<file path="src/rtl/timing_error_ctrl.sv">
// rtl/timing_error_ctrl.sv - timing-error recovery sequencer with error counter and rate monitor
module timing_error_ctrl #(
    parameter int STALL_CYCLES = 2,
    parameter int EPOCH_LEN    = 16,
    parameter int THRESH       = 3,
    parameter int CNT_W        = 8
) (
    input  logic             clk,
    input  logic             reset,
    input  logic             transition,
    input  logic             clr_count,
    output logic             stall,
    output logic             restore,
    output logic             busy,
    output logic [CNT_W-1:0] error_count,
    output logic             throttle
);

    localparam int EP_W = (EPOCH_LEN > 1) ? $clog2(EPOCH_LEN) : 1;

    typedef enum logic [1:0] {
        S_IDLE,
        S_STALL,
        S_RESTORE
    } state_t;

    state_t            state_q, state_d;
    logic [7:0]        scnt_q, scnt_d;
    logic [CNT_W-1:0]  cnt_d;
    logic [EP_W-1:0]   epoch_q, epoch_d;
    logic [7:0]        ep_err_q, ep_err_d;
    logic              thr_d;
    logic [8:0]        ep_sum;
    logic [8:0]        ep_total;

    // Recovery sequencer: IDLE -> STALL (fixed length) -> RESTORE -> IDLE or STALL again
    always_comb begin
        state_d = state_q;
        scnt_d  = scnt_q;
        case (state_q)
            S_IDLE: begin
                if (transition) begin
                    state_d = S_STALL;
                    scnt_d  = 8'(STALL_CYCLES - 1);
                end
            end
            S_STALL: begin
                // Errors seen here are counted but do not lengthen the stall
                if (scnt_q == 8'd0) begin
                    state_d = S_RESTORE;
                end else begin
                    scnt_d = scnt_q - 8'd1;
                end
            end
            S_RESTORE: begin
                if (transition) begin
                    state_d = S_STALL;
                    scnt_d  = 8'(STALL_CYCLES - 1);
                end else begin
                    state_d = S_IDLE;
                end
            end
            default: begin
                state_d = S_IDLE;
            end
        endcase
    end

    // Saturating total error count with synchronous clear
    always_comb begin
        cnt_d = error_count;
        if (clr_count) begin
            cnt_d = CNT_W'(transition);
        end else if (transition && (error_count != {CNT_W{1'b1}})) begin
            cnt_d = error_count + CNT_W'(1);
        end
    end

    // Epoch rate monitor; throttle only moves at the last edge of an epoch
    always_comb begin
        ep_sum   = {1'b0, ep_err_q} + {8'd0, transition};
        ep_total = (ep_sum >= 9'(THRESH)) ? 9'(THRESH) : ep_sum;
        thr_d    = throttle;
        epoch_d  = epoch_q + EP_W'(1);
        ep_err_d = ep_total[7:0];
        if (epoch_q == EP_W'(EPOCH_LEN - 1)) begin
            epoch_d  = '0;
            ep_err_d = 8'd0;
            if (ep_total >= 9'(THRESH)) begin
                thr_d = 1'b1;
            end else if (ep_total == 9'd0) begin
                thr_d = 1'b0;
            end
        end
    end

    // State and registered outputs; outputs are decoded from the next state
    always_ff @(posedge clk) begin
        if (reset) begin
            state_q     <= S_IDLE;
            scnt_q      <= 8'd0;
            stall       <= 1'b0;
            restore     <= 1'b0;
            busy        <= 1'b0;
            error_count <= '0;
            epoch_q     <= '0;
            ep_err_q    <= 8'd0;
            throttle    <= 1'b0;
        end else begin
            state_q     <= state_d;
            scnt_q      <= scnt_d;
            stall       <= (state_d != S_IDLE);
            restore     <= (state_d == S_RESTORE);
            busy        <= (state_d != S_IDLE);
            error_count <= cnt_d;
            epoch_q     <= epoch_d;
            ep_err_q    <= ep_err_d;
            throttle    <= thr_d;
        end
    end

endmodule

</file>
<file path="config.mk">
export PLATFORM = sky130hd
export DESIGN_NAME = timing_error_ctrl
export DESIGN_NICKNAME = d
export VERILOG_FILES = /design/src/rtl/timing_error_ctrl.sv
export SDC_FILE = /design/constraint.sdc
export NUM_CORES = 1
export LEC_CHECK = 0
export CAP_MARGIN = 20
export CORE_ASPECT_RATIO = 1.2
export CORE_MARGIN = 2
export CORE_UTILIZATION = 54
export DETAILED_ROUTE_END_ITERATION = 7
export PLACE_DENSITY = 0.77
export REMOVE_ABC_BUFFERS = 1
export SLEW_MARGIN = 15
export SYNTH_ARGS = -nofsm -noshare
export SYNTH_HDL_FRONTEND = slang
export SYNTH_SLANG_ARGS = --single-unit
</file>
<file path="constraint.sdc">
create_clock -name clk -period 1.8 [get_ports clk]
set_input_delay 0.27 -clock clk [delete_from_list [all_inputs] [get_ports clk]]
set_output_delay 0.27 -clock clk [all_outputs]
set_load 0.05 [all_outputs]
</file>
=== After elaboration in Yosys (flattened, before gate mapping) ===
Cells that the tools add are included.
W data, S select, Z words.

* Bits in registers: 33
* Memories: 0
* Logic and storage cells: 47
* RAM bits: 0
* Output and inout bits: 12
* Latch bits: 0
* ROM bits: 0

* Div/mod/pow operators: 0
* $mul: 0
* Add/sub/neg operators: 4
* Equal/unequal tests: 7
* Bitwise logic cells: 0
* Reduce and logical (&&, ||, !) cells: 13
* Magnitude comparators: 2
* Multiplexer cells: 12
* Shift operators: 0

{| class="wikitable"
|+ Operator list
! cell !! number
|-
| $ge A9 B2 Y1 const B || 2
|-
| $mux W8 || 2
|-
| $pmux W8 S2 || 1
|-
| $add A8 B1 Y9 || 1
|-
| $logic_not A9 Y1 || 1
|-
| $mux W9 || 1
|-
| $add A8 B1 Y8 const B || 1
|-
| $logic_not A8 Y1 || 1
|-
| $ne A8 B8 Y1 const B || 1
|-
| $reduce_bool A2 Y1 || 4
|-
| $sub A8 B1 Y8 const B || 1
|-
| $pmux W2 S3 || 1
|-
| $reduce_or A2 Y1 || 3
|-
| $mux W1 || 5
|-
| $add A4 B1 Y4 const B || 1
|-
| $eq A2 B2 Y1 const B || 2
|-
| $eq A4 B4 Y1 const B || 1
|-
| $mux W2 || 2
|-
| $reduce_and A3 Y1 || 1
|-
| $eq A2 B1 Y1 const B || 1
|-
| $logic_not A2 Y1 || 1
|-
| $ne A2 B1 Y1 const B || 1
|-
| $ne A2 B2 Y1 const B || 1
|-
| $reduce_and A2 Y1 || 1
|-
| $logic_and A1 B1 Y1 || 1
|}

=== Logic depth before layout (Yosys ltp) ===
Gate-level depths: netlist of the first run.

* Depth after elaboration: 6
* Depth in mapped cells: 6
* Gate-level depth less buffers: 6

=== Least setup slack after synthesis of the first run ===
Ideal clock, no wire load.

* Path kind: register -> register
* From: reg error_count[0]
* To: reg error_count[1]
* Path slack: -0.003 ns
* Arrival: 1.681 ns
* Cell stages (with the launch flop): 7
* Cells stage by stage: dfxtp_1 -> ha_1 -> clkbuf_1 -> nand3_1 -> o21ai_0 -> mux2i_1 -> nor2_1

* Longest elaborated chain between the ends: 2

{| class="wikitable"
|+ Ends and longest elaborated chain
! item !! RTL line !! source
|-
| start: declaration || 15 || <nowiki>output logic [CNT_W-1:0] error_count,</nowiki>
|-
| start signal: assignment || 115 || <nowiki>error_count <= cnt_d;</nowiki>
|-
| branches (longest 2 deep; another with $add A8 B1 Y8) || n/a ||
|}

Several ways; the timed one is not identified.
A chain may end at the register's enable or synchronous reset.

==> results.txt, run 1 <==
Core Box Area: 2580 µm²
multi-input logic area: 779 µm²
Layout Cells excl Fill: 216
slowest library cell on the worst path: clkdlybuf4s50_1
final hold violation count: 0
#FFs+latches synth: 33
period utilization: 96.4%
RSZ-0062 raised after global routing: false
layout cell share with drive strength beyond 1: 16.4%
routed length per instance: 12.2 µm
most frequent cells in the layout: dfxtp_1 (33), nor2_1 (23), buf_4 (13), nor3_1 (10), nand2_1 (9)
critical path endpoint category: output port
number of global-route vias before repair: 1049
CTS buffer count: 5
initial core utilization: 57.5%
PD cells: 874 nW/µm²
worst hold start: epoch_q[0]$_SDFF_PP0_
r2r setup slk: 0.12 ns
Pleak: 0.711 nW
Syn Area/Cell: 9.32 µm²
Critical Path AT: 1.47 ns
Final TNS setup: 0 ns
post-layout min period: 1.74 ns
Min-Delay Endpoint: epoch_q[0]$_SDFF_PP0_
postcts setup bufs: 0
H-Tree Depth: 2
Pwr Total: 1.50 mW
CTS Sinks: 33
HPWL after DPL: 2000 µm
R2R depth: 6
Port Buf Inserts: 15
Setup CP Type: reg -> out
EDFF count, synth: 0
largest net degree at the start of global routing: 12
routed vias/inst: 5.60
Final Max Slew Viols: 0
Top delay family on crit path: buffers and inverters
Max Cap Violations: 0
insertion delay to the later sink of the worst-skew pair: 0.33 ns
nets@finish: 194
crit-path max cell delay: 0.79 ns
Antenna Nets Post-Route: 0
routed via count: 1209
Placed Cells: 209
worst-margin pin slew: 0.512 ns
DR pass1 iterations: 4
Setup Skew: 0.00947 ns
n_diodes: 0
crit path buf inv count: 1
sequential cell area fraction in the yosys report: 44.6%
Root Buffer: clkbuf_4
maximum buffer depth of the clock tree: 2
num rows: 20
ys flop type: dfxtp_1
Layout area overhead: 15.8%
DRT iter0 DRCs: 20
first-pass GRT wire length: 4320 µm
cell count after synthesis: 159
Reg area: 661 µm²
Distinct cells, synth: 46
Async SR Flop Fraction: 0%
type of the worst min-delay path: reg -> reg
drc violations: 0
Reg-to-Reg End: scnt_q[5]$_SDFFE_PP0P_
antenna violations before repair: 0
Worst R2R Start: scnt_q[0]$_SDFFE_PP0P_
total grt overflow: 0
clock slew at reported path FFs: 0.10 ns
Total GRT Usage: 18.6%
warnings from Yosys: 0
mapped cell area: 1480 µm²
hold path cells: 1
Filler Cell Count: 221
CP max FO: 2
hold-fix buffers at CTS: 0
outcome: finished clean
crit path launch type: register
die area: 3180 µm²
maximum VDD drop: 600 µV
DIE WIDTH: 51.8 µm
Final Wtd Congestion: 0.750
CP cell instances: clkdlybuf4s50_1
endpoints failing setup: 0
die height: 61.4 µm
Slew headroom: 65.8%
Worst EP required: 1.53 ns
Fmax achieved: 0.576 GHz
commonest non-fill, non-tap cell in the layout: dfxtp_1
Routed Wire Length: 2640 µm
TritonCTS clock tree: yes
total I/O pin count: 16
Min Hold Slack: 0.483 ns
-- logic make-up after synthesis --
family	Yosys count	synth area share (%)
AO/OA/AOI/OAI	30	14.8
AND/OR/NAND/NOR	69	25.4
other	1	0.253
XOR/XNOR	5	2.96
adder cells (fa/ha/maj)	7	5.91
multiplexers	3	2.03
flip-flops	33	44.6
buffers and inverters	11	4.05
-- flip-flops by register name, indices dropped and copies added (netlist names) --
name	cells
ep_err_q	8
state_q	2
busy	1
throttle	1
error_count	8
restore	1
epoch_q	4
scnt_q	8
-- metal layers --
| layer | global-route usage, % | up-vias | part of all wire [%] |
|---|---|---|---|
| li1 | - | 611 | - |
| met1 | 20.7 | 552 | 44 |
| met2 | 31.9 | 34 | 49 |
| met3 | 6.55 | 12 | 4.7 |
| met4 | 9.02 | 0 | 3.0 |
| met5 | 0 | - | 0 |
-- area by class of cell --
class / count / share of cell area, %
Timing Repair Buffer: 19 / 9.34
Multi-Input combinational cell: 120 / 45.4
Clock buffer: 6 / 2.99
Clock inverter: 1 / 0.438
Sequential cell: 33 / 38.5
Inverter: 4 / 0.875
Tap cell: 33 / 2.41
-- report_power, final --
| part | switching [mW] | leakage (nW) | internal [mW] | total [mW] |
|---|---|---|---|---|
| Clock | 0.240 | 0.0303 | 0.183 | 0.423 |
| Sequential | 0.0317 | 0.271 | 0.771 | 0.803 |
| Combinational | 0.158 | 0.410 | 0.116 | 0.273 |
| Total | 0.429 | 0.711 | 1.07 | 1.50 |
-- worst max-delay path by stage --
stage	startpoint	endpoint	slack, ns	depth (start not counted)
3_3_place_gp	transition	throttle$_SDFFE_PP0P_	-0.007	6
6_report	busy$_SDFF_PP0_	stall	0.06	1
2_1_floorplan	error_count[0]$_SDFFE_PP0P_	error_count[1]$_SDFFE_PP0P_	0.1	5
4_1_cts	busy$_SDFF_PP0_	busy	0.02	1
5_1_grt	busy$_SDFF_PP0_	stall	0.01	1
3_5_place_dp	transition	throttle$_SDFFE_PP0P_	-0.06	6
-- stage by stage --
step	setup slack, ns	cell area [µm²]	util (%)
finish	0.0643	1720	66.6
global route	0.0121	1720	66.6
CTS	0.0223	1710	66.5
detailed placement	-0.0624	1650	64.2
global placement	-0.00734	1650	64.2
floorplan	0.0977	1460	-
-- cells in the mapped netlist, drive strengths merged, types with 2 or more instances --
master | instances | area, µm²
dfxtp | 33 | 661
nor2 | 23 | 86.3
nor3 | 11 | 60.1
nand2 | 9 | 33.8
a21oi | 8 | 40.0
ha | 7 | 87.6
nand3 | 5 | 25.0
clkbuf | 4 | 15.0
inv | 4 | 15.0
nand4 | 4 | 25.0
or3 | 4 | 27.5
a211oi | 3 | 32.5
buf | 3 | 30.0
mux2i | 3 | 30.0
o211ai | 3 | 22.5
o21a | 3 | 22.5
o21ai | 3 | 15.0
xnor2 | 3 | 26.3
a31oi | 2 | 12.5
and2b | 2 | 17.5
nor4 | 2 | 27.5
xor2 | 2 | 17.5
-- repair_timing --
| action | CTS | global route |
|---|---|---|
| gates resized for setup | 0 | 1 |
| endpoints found under the setup margin | 0 | 1 |
| hold endpoints to repair | 0 | 0 |
Power figures use the tool's default switching activity.
==> run 2: changes to the inputs <==
- CAP_MARGIN: 20 -> unset
- RECOVER_POWER: unset -> 100
==> run 2 against run 1 <==
Effect of this change: sequential power barely moved; first-iteration DRC count increased by 10%; hold slack barely moved; worst setup slack improved by 0.0014 ns; sequential share of layout area up 1.1 points; register-to-register slack barely moved; critical path type unchanged; largest cell class unchanged.
==> results.txt, run 2 (same netlist as run 1, synthesis figures left out) <==
outcome: finished clean
Max Cap Violations: 0 (unchanged)
routed via count: 1200 (-0.74%)
postcts setup bufs: 0 (unchanged)
Final Max Slew Viols: 0 (unchanged)
final hold violation count: 0 (unchanged)
clock slew at reported path FFs: 0.10 ns (about the same)
layout cell share with drive strength beyond 1: 11.5% (-4.9 points)
Worst R2R Start: scnt_q[0]$_SDFFE_PP0P_
n_diodes: 0 (unchanged)
Pleak: 0.656 nW (-7.7%)
Total GRT Usage: 18.6% (unchanged)
HPWL after DPL: 2000 µm (unchanged)
slowest library cell on the worst path: clkdlybuf4s50_1
critical path depth: 1 (unchanged)
Filler Cell Count: 234 (+5.9%)
number of global-route vias before repair: 1049 (unchanged)
antenna violations before repair: 0 (unchanged)
crit path buf inv count: 1 (unchanged)
CTS Sinks: 33 (unchanged)
Fmax achieved: 0.577 GHz (about the same)
Top delay family on crit path: buffers and inverters
post-layout min period: 1.73 ns (-0.00143 ns)
Net Sw Frac: 28.6% (-0.033 points)
Setup Skew: 0.00724 ns (-0.00222 ns)
routed length per instance: 12.2 µm (unchanged)
crit-path max cell delay: 0.80 ns (about the same)
Min Hold Slack: 0.483 ns (+0.0000270 ns)
Antenna Nets Post-Route: 0 (unchanged)
first-pass GRT wire length: 4320 µm (unchanged)
Int Power: 1.06 mW (-0.63%)
period utilization: 96.3% (about the same)
Psw: 426 µW (-0.79%)
Final TNS setup: 0 ns (unchanged)
# resized after CTS: 0 (unchanged)
Port Buf Inserts: 15 (unchanged)
r2r setup slk: 0.12 ns (about the same)
Critical Path AT: 1.46 ns (about the same)
Comb power frac: 17.9% (-0.3 points)
endpoints failing setup: 0 (unchanged)
Reg area: 661 µm² (unchanged)
worst-margin pin slew: 0.607 ns (+0.0947 ns)
die height: 61.4 µm (unchanged)
maximum VDD drop: 613 µV (+2.1%)
DR pass1 iterations: 4 (unchanged)
Root Buffer: clkbuf_4
most frequent cells in the layout: dfxtp_1 (33), nor2_1 (23), nor3_1 (10), clkbuf_1 (10), nand2_1 (9)
CP cell instances: clkdlybuf4s50_1
multi-input logic area: 779 µm² (unchanged)
R2R depth: 6 (unchanged)
RSZ-0062 raised after global routing: false
DIE WIDTH: 51.8 µm (unchanged)
maximum buffer depth of the clock tree: 2 (unchanged)
total grt overflow: 0 (unchanged)
Slew headroom: 59.7% (-6.1 points)
Setup CP Type: reg -> out
register share of total power: 53.9% (+0.3 points)
insertion delay to the later sink of the worst-skew pair: 0.33 ns (about the same)
initial core utilization: 57.5% (unchanged)
critical path endpoint category: output port
Final Wtd Congestion: 0.750 (unchanged)
PD cells: 892 nW/µm² (+2.2%)
drc violations: 0 (unchanged)
num rows: 20 (unchanged)
Setup crit start: busy$_SDFF_PP0_
crit path launch type: register
largest net degree at the start of global routing: 12 (unchanged)
nets@finish: 194 (unchanged)
die area: 3180 µm² (unchanged)
H-Tree Depth: 2 (unchanged)
DRT iter0 DRCs: 22 (+10%)
hold-fix buffers at CTS: 0 (unchanged)
largest registers: ep_err_q x8, error_count x8, scnt_q x8
routed vias/inst: 5.56 (-0.74%)
Routed Wire Length: 2640 µm (unchanged)
CP endpoint: stall
clock group share of total power: 28.2% (about the same)
Layout area overhead: 12.6%
CP max FO: 2 (unchanged)
Core Box Area: 2580 µm² (unchanged)
type of the worst min-delay path: reg -> reg
commonest non-fill, non-tap cell in the layout: dfxtp_1
Reg-to-Reg End: scnt_q[5]$_SDFFE_PP0P_
total I/O pin count: 16 (unchanged)
TritonCTS clock tree: yes
CTS buffer count: 5 (unchanged)
Worst EP required: 1.53 ns (about the same)
==> run 2: how the worst min path moves through the flow <==
stage	startpoint	to	slack, ns	cells past startpoint
finish	epoch_q[0]$_SDFF_PP0_	epoch_q[0]$_SDFF_PP0_	0.48	1
global route	epoch_q[0]$_SDFF_PP0_	epoch_q[0]$_SDFF_PP0_	0.51	1
CTS	epoch_q[0]$_SDFF_PP0_	epoch_q[0]$_SDFF_PP0_	0.48	1
detailed placement	epoch_q[0]$_SDFF_PP0_	epoch_q[0]$_SDFF_PP0_	0.46	1
global placement	epoch_q[0]$_SDFF_PP0_	epoch_q[0]$_SDFF_PP0_	0.45	1
floorplan	reset	scnt_q[0]$_SDFFE_PP0P_	0.33	1
==> run 2: worst register-to-register path: cells and delay by family, from the launching register on <==
kind / cells / cell delay, ns
DFF: 1 / 0.37
and+or+nand+nor: 1 / 0.19
buffers and inverters: 1 / 0.10
AOI/OAI and AO/OA: 3 / 0.67
adders and majority gates: 1 / 0.24
==> run 2: routing by layer <==
layer	global-route usage [%]	up-vias	wire (µm)
li1	-	611	-
met4	9.02	0	80
met5	0	-	0
met3	6.55	12	122
met2	31.9	32	1290
met1	20.7	545	1150
==> run 2: per-stage QoR <==
stage          power [mW]  cells  setup WS [ns]  cell area, µm²  utilization [%]
2_1_floorplan        1.01    157         0.0977            1460                -
3_3_place_gp         1.08    209       -0.00734            1650             64.2
3_5_place_dp         1.09    209        -0.0624            1650             64.2
4_1_cts              1.51    216         0.0223            1710             66.5
5_1_grt              1.57    216        0.00850            1670             64.7
6_report             1.49    216         0.0657            1670             64.7
==> run 2: final cells by class <==
class                           count  share of cell area, %
Clock buffer                        6                   3.08
Clock inverter                      1                  0.450
Inverter                            4                  0.900
Multi-Input combinational cell    120                   46.7
Sequential cell                    33                   39.6
Tap cell                           33                   2.48
Timing Repair Buffer               19                   6.75
==> run 2: power groups by stage <==
stage / Combinational, mW / Clock [mW] / Sequential, mW
after detailed placement: 0.272 / 0 / 0.821
final: 0.267 / 0.419 / 0.803
after CTS: 0.273 / 0.436 / 0.804
after global routing: 0.296 / 0.463 / 0.808
after global placement: 0.261 / 0 / 0.818
after floorplan: 0.171 / 0 / 0.842
==> run 3: changes to the inputs <==
- CORE_MARGIN: 2 -> unset
- clock period: 1.8 -> 1.71 ns (I/O delays scaled with it)
==> run 3 against run 2 <==
Effect of this change: sequential share of layout area shrank 0.68 points; clock power grew 40%; die area decreased by 7.0%; clock-buffer cell count decreased by 1; wire length up 5.8%; via count increased by 1.0%; highest routed layer unchanged.
==> results.txt, run 3 (same netlist as run 1, synthesis figures left out) <==
R2R depth: 6 (unchanged)
Layout Cells excl Fill: 219 (+1.4%)
routed vias/inst: 5.53 (-0.38%)
CTS Sinks: 33 (unchanged)
Max Cap Violations: 0 (unchanged)
Total GRT Usage: 20.8% (+2.2 points)
Worst EP required: 1.93 ns (+0.40 ns)
DRT iter0 DRCs: 27 (+23%)
PD cells: 1010 nW/µm² (+13%)
number of global-route vias before repair: 1154 (+10%)
maximum buffer depth of the clock tree: 2 (unchanged)
commonest non-fill, non-tap cell in the layout: dfxtp_1
Fmax achieved: 0.625 GHz
Slew headroom: 60.5% (+0.84 points)
num rows: 20 (unchanged)
first-pass GRT wire length: 4660 µm (+7.8%)
crit path launch type: register
insertion delay to the later sink of the worst-skew pair: 0.33 ns (about the same)
Routed Wire Length: 2790 µm (+5.8%)
Root Buffer: clkbuf_4
RSZ-0062 raised after global routing: false
Final Cell Area: 1700 µm² (+2.0%)
n_diodes: 0 (unchanged)
antenna violations before repair: 0 (unchanged)
largest registers: ep_err_q x8, error_count x8, scnt_q x8
postcts setup bufs: 0 (unchanged)
Port Buf Inserts: 15 (unchanged)
total grt overflow: 0 (unchanged)
routed length per instance: 12.7 µm (+4.3%)
H-Tree Depth: 2 (unchanged)
layout cell share with drive strength beyond 1: 14.5% (+3.0 points)
total I/O pin count: 16 (unchanged)
maximum VDD drop: 727 µV (+19%)
type of the worst min-delay path: reg -> reg
clock slew at reported path FFs: 0.11 ns (about the same)
Pleak: 0.683 nW (+4.1%)
Critical Path AT: 1.82 ns (+0.36 ns)
fin worst setup slack: 0.109 ns (+0.0430 ns)
DR pass1 iterations: 4 (unchanged)
period utilization: 93.6%
Filler Cell Count: 217 (-7.3%)
critical path endpoint category: register
Placed Cells: 211 (+0.96%)
Final Wtd Congestion: 0.780 (+4.0%)
Setup WS pre-CTS: -0.0920 ns (-0.0296 ns)
outcome: finished clean
worst-margin pin slew: 0.594 ns (-0.0126 ns)
routed via count: 1212 (+1.0%)
TritonCTS clock tree: yes
most frequent cells in the layout: dfxtp_1 (32), nor2_1 (23), nor3_1 (10), nand2_1 (9), clkbuf_1 (9)
nets@finish: 196 (+1.0%)
hold path cells: 1 (unchanged)
drc violations: 0 (unchanged)
CP max FO: 8 (+6)
Final Max Slew Viols: 0 (unchanged)
largest net degree at the start of global routing: 13 (+1)
DIE WIDTH: 49.8 µm (-3.9%)
Antenna Nets Post-Route: 0 (unchanged)
die height: 59.4 µm (-3.3%)
initial core utilization: 57.5% (unchanged)
Core Box Area: 2580 µm² (unchanged)
Setup CP Type: reg -> reg
final hold violation count: 0 (unchanged)
die area: 2960 µm² (-7.0%)
endpoints failing setup: 0 (unchanged)
Layout area overhead: 14.8%
HPWL after DPL: 2080 µm (+3.9%)
Setup Skew: 0.00348 ns (-0.00377 ns)
post-layout min period: 1.60 ns
Area after DPL: 1660 µm² (+0.61%)
CTS buffer count: 5 (unchanged)
[run 3: timing repair]
action,CTS,global route
hold buffers,0,0
gates resized for setup,0,2
endpoints found under the setup margin,0,2
[run 3: critical path, cell delays in order (launching register included)]
cell and delay, ns:
dfxtp_1 0.39, inv_1 0.09, ha_1 0.20, nor3b_2 0.18, a21bo_4 0.25, o311ai_1 0.26, o41ai_1 0.11
[run 3: power by group]
group	switching, mW	total (mW)	internal, mW
Clock	0.277	0.587	0.309
Sequential	0.0341	0.847	0.812
Combinational	0.166	0.276	0.110
[run 3: layout make-up]
cell class              instances  area [µm²]  share of cell area (%)
inverters                       4        15.0                   0.883
multi-input cells             120         777                    45.7
well taps                      33        41.3                    2.43
clock inverters                 3        46.3                    2.72
flip-flops and latches         33         662                    38.9
repair buffers                 21         121                    7.14
clock buffers                   5        37.5                    2.21
[run 3: path summary, 6_finish.rpt]
check	start	slack, ns	end
worst max-delay path	scnt_q[1]$_SDFFE_PP0P_	0.11	scnt_q[5]$_SDFFE_PP0P_
worst min-delay path	epoch_q[0]$_SDFF_PP0_	0.47	epoch_q[0]$_SDFF_PP0_
worst max register to register	scnt_q[1]$_SDFFE_PP0P_	0.11	scnt_q[5]$_SDFFE_PP0P_
worst min register to register	epoch_q[0]$_SDFF_PP0_	0.47	epoch_q[0]$_SDFF_PP0_
[run 3: layer usage]
layer / GRT usage, % / routed length (µm) / part of all wire (%)
met1: 22.6 / 1230 / 44
met2: 38.0 / 1430 / 51
met3: 5.64 / 96 / 3.4
met4: 8.16 / 29 / 1.0
met5: 0 / 0 / 0
[run 3: stage by stage]
step	power (mW)	util [%]	hold slack (ns)	TNS, ns
after global placement	1.14	64.6	0.451	-0.127
after CTS	1.74	67.8	0.474	0
after global routing	1.79	66.0	0.498	0
after detailed placement	1.15	64.6	0.453	-0.280
final	1.71	66.0	0.474	0
after floorplan	1.07	-	0.321	0
